===== config.mk =====
export PLATFORM = sky130hd
export DESIGN_NAME = defect_vote_filter
export DESIGN_NICKNAME = d
export VERILOG_FILES = /design/src/rtl/defect_vote_filter.sv
export SDC_FILE = /design/constraint.sdc
export NUM_CORES = 1
export LEC_CHECK = 0
export ABC_AREA = 1
export BUFFER_PORTS_ARGS = -buffer_cell sky130_fd_sc_hd__buf_2
export CORE_MARGIN = 1
export CORE_UTILIZATION = 51
export DETAILED_ROUTE_END_ITERATION = 10
export PLACE_DENSITY_LB_ADDON = 0.05
export SLEW_MARGIN = 20
export SYNTH_ARGS = -nofsm -noshare
export SYNTH_HDL_FRONTEND = slang
export SYNTH_SLANG_ARGS = --single-unit
export TNS_END_PERCENT = 1

===== constraint.sdc =====
create_clock -name clk -period 2.2 [get_ports clk]
set_input_delay 0.44 -clock clk [delete_from_list [all_inputs] [get_ports clk]]
set_output_delay 0.44 -clock clk [all_outputs]
set_load 0.02 [all_outputs]

===== src/rtl/defect_vote_filter.sv =====
// Majority-vote filter over the last WIN per-frame classifications, with a
// sticky acknowledged alarm for newly voted defect classes and sample counters.
module defect_vote_filter #(
    parameter int WIN   = 4,
    parameter int AGREE = 3
) (
    input  logic        clk,
    input  logic        rst,
    input  logic        class_valid,
    input  logic [2:0]  classification,
    input  logic        flush,
    input  logic        alarm_ack,
    output logic [2:0]  voted_class,
    output logic        voted_valid,
    output logic        alarm,
    output logic [2:0]  alarm_class,
    output logic [15:0] frame_cnt,
    output logic [7:0]  err_cnt
);

    localparam int         HW      = 3 * WIN;
    localparam logic [2:0] WIN_L   = 3'(WIN);
    localparam logic [2:0] AGREE_L = 3'(AGREE);

    logic [HW-1:0] hist_p0;
    logic [2:0]    fill_p0;
    logic          vld_p0;

    logic          accept;
    logic          bad_sample;
    logic [2:0]    cnt_p;
    logic [2:0]    cnt_s;
    logic [2:0]    cnt_n;
    logic          vote_hit;
    logic [2:0]    vote_cls;
    logic          do_vote;
    logic          alarm_evt;

    function automatic logic is_legal(input logic [2:0] c);
        return (c == 3'b001) || (c == 3'b010) || (c == 3'b100);
    endfunction

    function automatic logic [2:0] count_class(input logic [HW-1:0] h, input int b);
        logic [2:0] n;
        n = '0;
        for (int i = 0; i < WIN; i++)
            n = n + {2'b00, h[3*i+b]};
        return n;
    endfunction

    assign accept     = class_valid && !flush && is_legal(classification);
    assign bad_sample = class_valid && !flush && !is_legal(classification);

    assign cnt_p = count_class(hist_p0, 0);
    assign cnt_s = count_class(hist_p0, 1);
    assign cnt_n = count_class(hist_p0, 2);

    // Tie-break order is patches, scratches, nice.
    always_comb begin
        vote_hit = 1'b0;
        vote_cls = 3'b000;
        if (cnt_p >= AGREE_L) begin
            vote_hit = 1'b1;
            vote_cls = 3'b001;
        end else if (cnt_s >= AGREE_L) begin
            vote_hit = 1'b1;
            vote_cls = 3'b010;
        end else if (cnt_n >= AGREE_L) begin
            vote_hit = 1'b1;
            vote_cls = 3'b100;
        end
    end

    assign do_vote   = vld_p0 && (fill_p0 == WIN_L) && vote_hit && !flush;
    assign alarm_evt = do_vote && (vote_cls != 3'b100) &&
                       ((vote_cls != voted_class) || !voted_valid);

    // Stage p0: sample capture into history
    always_ff @(posedge clk or posedge rst) begin
        if (rst) begin
            hist_p0 <= '0;
            fill_p0 <= '0;
            vld_p0  <= 1'b0;
        end else begin
            vld_p0 <= accept;
            if (flush) begin
                hist_p0 <= '0;
                fill_p0 <= '0;
            end else if (accept) begin
                hist_p0 <= {hist_p0[HW-4:0], classification};
                if (fill_p0 != WIN_L)
                    fill_p0 <= fill_p0 + 3'd1;
            end
        end
    end

    // Stage p1: vote and alarm registered one edge after the sample
    always_ff @(posedge clk or posedge rst) begin
        if (rst) begin
            voted_class <= 3'b000;
            voted_valid <= 1'b0;
            alarm       <= 1'b0;
            alarm_class <= 3'b000;
        end else begin
            if (flush) begin
                voted_class <= 3'b000;
                voted_valid <= 1'b0;
            end else if (do_vote) begin
                voted_class <= vote_cls;
                voted_valid <= 1'b1;
            end
            if (alarm_evt) begin
                alarm       <= 1'b1;
                alarm_class <= vote_cls;
            end else if (alarm_ack) begin
                alarm <= 1'b0;
            end
        end
    end

    always_ff @(posedge clk or posedge rst) begin
        if (rst) begin
            frame_cnt <= '0;
            err_cnt   <= '0;
        end else begin
            if (class_valid && (frame_cnt != 16'hFFFF))
                frame_cnt <= frame_cnt + 16'd1;
            if (bad_sample && (err_cnt != 8'hFF))
                err_cnt <= err_cnt + 8'd1;
        end
    end

endmodule


==> flow_summary.json <==
{
  "status": "complete, but fails checks",
  "violations": "negative setup slack",
  "hold_viol": 0,
  "grt_overflow": 0,
  "cts_hold_buffers": 0,
  "fmax_mhz": 451,
  "die_y_microns": 74.1,
  "clk_path_buf_depth": 2,
  "path_class": "reg2reg",
  "ys_async_sr_fraction": 1.00,
  "fin_util": 0.682,
  "avgSynthCellArea_sq_um": 8.00,
  "rsz0062_at_grt": "yes",
  "wl_per_cell_microns": 11.6,
  "synth_seq_area_share": 0.454,
  "cp_slowest_cell": "fa_1",
  "synth.cell_area_sq_um": 2650,
  "core_sq_um": 4850,
  "postSynthCellCount": 331,
  "clkTransAtPathRegs_ps": 90,
  "start_util": 0.546,
  "route.vias.total": 2273,
  "routed_via_density": 4.93,
  "crit_family": "adder cells",
  "setup_ws_ps": -19.1,
  "p_int_mw": 1.59,
  "required_ps": 2390,
  "ys_warn_count": 0,
  "grt_start_max_net_pins": 30,
  "seqCellArea_sq_um": 1200,
  "cts.sinks": 48,
  "ctsRootBufferMaster": "clkbuf_8",
  "track_usage": 0.212,
  "synth_top_area_frac": 0.454,
  "synth_most_common_cell": "nand2_1",
  "fillers": 403,
  "grt_pass1_wl_mm": 9.09,
  "synth_area_leaders": "dfrtp_1 45%, nand2_1 14%, inv_1 7.8%",
  "fin_nets": 415,
  "period_minus_slack_ps": 2220,
  "place.gp.congestion": 0.810,
  "cp_max_fo": 4,
  "setup_tns_ps": -63.7,
  "setup_viol": 5,
  "grtUsageMet3": 0.0420,
  "grt_pass1_vias": 2095,
  "stdcell_count": 461,
  "io-pin-count": 40,
  "synth_common_cells": "98 x nand2_1, 55 x inv_1, 48 x dfrtp_1",
  "rows": 25,
  "tightest_slew_ps": 594,
  "cp_num_cells": 14,
  "ys_seq_elements": 48,
  "crit_path_end_kind": "flop",
  "hold_class": "in2async",
  "critPathLaunchType": "flop",
  "met2_usage": 0.347,
  "yosysTopAreaCell": "dfrtp_1",
  "dp.cells": 449,
  "drt_iter0_drc": 74,
  "timing.final.crit_share": 1.01,
  "worst-path-buf-inv": 2,
  "io_buffer_count": 39,
  "ant_nets": 0,
  "worstPathCellList": "inv_2 -> fa_1 -> inv_1 -> ha_2 -> ha_4 -> nand2_1 -> nand2_2 -> nor2_4 -> nand2_2 -> nand2_4 -> nor2_4 -> nand3_4 -> nand2_2 -> nand2_2",
  "synth-edff-count": 0,
  "cap_violations": 0,
  "die-area_sq_um": 5480,
  "ctsHtreeMaxLevel": 2,
  "syn2layout_area_growth_pct": 24.8,
  "synth-main-ff-cell": "dfrtp_1",
  "cts_tree": "yes",
  "peakVddDrop_uv": 631,
  "leakage_nw": 1.73,
  "antennaDiodeCount": 0,
  "switching_share": 0.343,
  "seq_power_share": 0.469,
  "clkLatencyLatePin_ps": 290,
  "slew_headroom": 0.603,
  "maxSlewViolCount": 0,
  "grt_use_met1": 0.291,
  "first_pass_iters": 4,
  "slowest_delay_ps": 520,
  "worstPathArrival_ps": 2410,
  "post-dp-hpwl_mm": 3.87,
  "syn-num-nets": 353,
  "p_comb_frac": 0.255,
  "cts_made_buffers": 5,
  "die_w_microns": 74.1,
  "p_clk_frac": 0.276,
  "ff2ff_path_depth": 14,
  "fin_skew_ps": 9.28,
  "drc_errors": 0,
  "p_per_area_nw_per_um2": 733,
  "crit_top_cell": "nand2_2",
  "power.switching_uw": 831,
  "final_layout_size_suffix_gt1_frac": 0.274,
  "drt-total-wl_mm": 5.33,
  "synth_cell_type_count": 31,
  "multiInputGateArea_sq_um": 1330,
  "antenna_found_initial": 0,
  "top_usage_layer": "met2"
}
[timing repair]
action,in CTS,in global routing
setup buffers,3,1
gates resized for setup,18,18
setup endpoints to repair,7,8
pin swaps,14,14
[state kept, by name, indices dropped and copies added (netlist names)]
signal and count:
alarm 1, alarm_class 3, err_cnt 8, fill_p0 3, frame_cnt 16, hist_p0 12, vld_p0 1, voted_class 3
voted_valid 1
[per-stage QoR]
| step | total power, mW | hold WS [ps] | instance area [sq um] | setup slack [ps] |
|---|---|---|---|---|
| after floorplan | 1.57 | 478 | 2660 | 18.3 |
| after global placement | 1.75 | 451 | 3030 | -59.1 |
| after global routing | 2.58 | 258 | 3300 | -142 |
| after CTS | 2.45 | 224 | 3220 | -29.9 |
| final | 2.42 | 198 | 3300 | -19.1 |
| after detailed placement | 1.77 | 456 | 3030 | -113 |
[cell usage in the layout (no fill, tap or decap), types with 2 or more instances in the layout]
cell type / netlist / routed
nor2_4: 1 / 4
fa_1: 3 / 3
nand3_1: 15 / 14
nor3_1: 6 / 6
buf_6: 2 / 2
inv_1: 55 / 47
ha_4: 0 / 4
clkbuf_8: 0 / 6
nor2_1: 24 / 21
o21ai_1: 2 / 4
dfrtp_1: 48 / 48
ha_2: 0 / 2
buf_4: 0 / 18
xnor2_1: 5 / 5
o21ai_0: 18 / 16
nand2_1: 98 / 88
ha_1: 11 / 5
buf_2: 1 / 39
o21ai_2: 2 / 2
inv_2: 2 / 10
nand4_1: 5 / 5
o22ai_1: 14 / 14
nand2_4: 1 / 4
nand2_2: 1 / 8
xor2_1: 7 / 7
[power groups by stage]
| stage | clock (mW) | sequential (mW) | combinational [mW] |
|---|---|---|---|
| 3_5_place_dp | 0 | 1.15 | 0.621 |
| 4_1_cts | 0.689 | 1.14 | 0.626 |
| 2_1_floorplan | 0 | 1.26 | 0.311 |
| 3_3_place_gp | 0 | 1.15 | 0.605 |
| 5_1_grt | 0.722 | 1.16 | 0.700 |
| 6_report | 0.669 | 1.13 | 0.618 |
[kinds of logic (layout without fill, tap and decap cells)]
kind of cell | after synthesis | after routing | share of synthesized area
fa+ha+maj | 14 | 14 | 0.0747
compound gates | 37 | 37 | 0.0794
buf+inv | 62 | 125 | 0.0950
simple gates | 158 | 158 | 0.258
flops | 48 | 48 | 0.454
xor+xnor | 12 | 12 | 0.0397
[layer usage]
| metal | wire, microns | vias up |
|---|---|---|
| met5 | 0 | - |
| met1 | 2610 | 1072 |
| met4 | 46 | 0 |
| met2 | 2540 | 35 |
| met3 | 133 | 4 |
| li1 | - | 1162 |
[cell type report]
class | count | area share
multi-input cells | 221 | 0.401
flip-flops and latches | 48 | 0.363
repair buffers | 59 | 0.107
inverters | 58 | 0.0666
well taps | 67 | 0.0254
clock buffers | 6 | 0.0250
clock inverters | 2 | 0.0117
[path summary, 6_finish.rpt]
check,to,startpoint,slack [ps]
setup / recovery,alarm_class[1]$_DFFE_PP0P_,hist_p0[1]$_DFFE_PP0P_,-20
hold / removal,frame_cnt[0]$_DFFE_PP0P_,rst,200
setup reg to reg,alarm_class[1]$_DFFE_PP0P_,hist_p0[1]$_DFFE_PP0P_,-20
hold reg to reg,alarm_class[2]$_DFFE_PP0P_,alarm_class[2]$_DFFE_PP0P_,470
max in group asynchronous,hist_p0[4]$_DFFE_PP0P_,rst,1410
min in group clk,alarm$_DFFE_PP0P_,alarm_ack,330
Power figures use the tool's default switching activity.
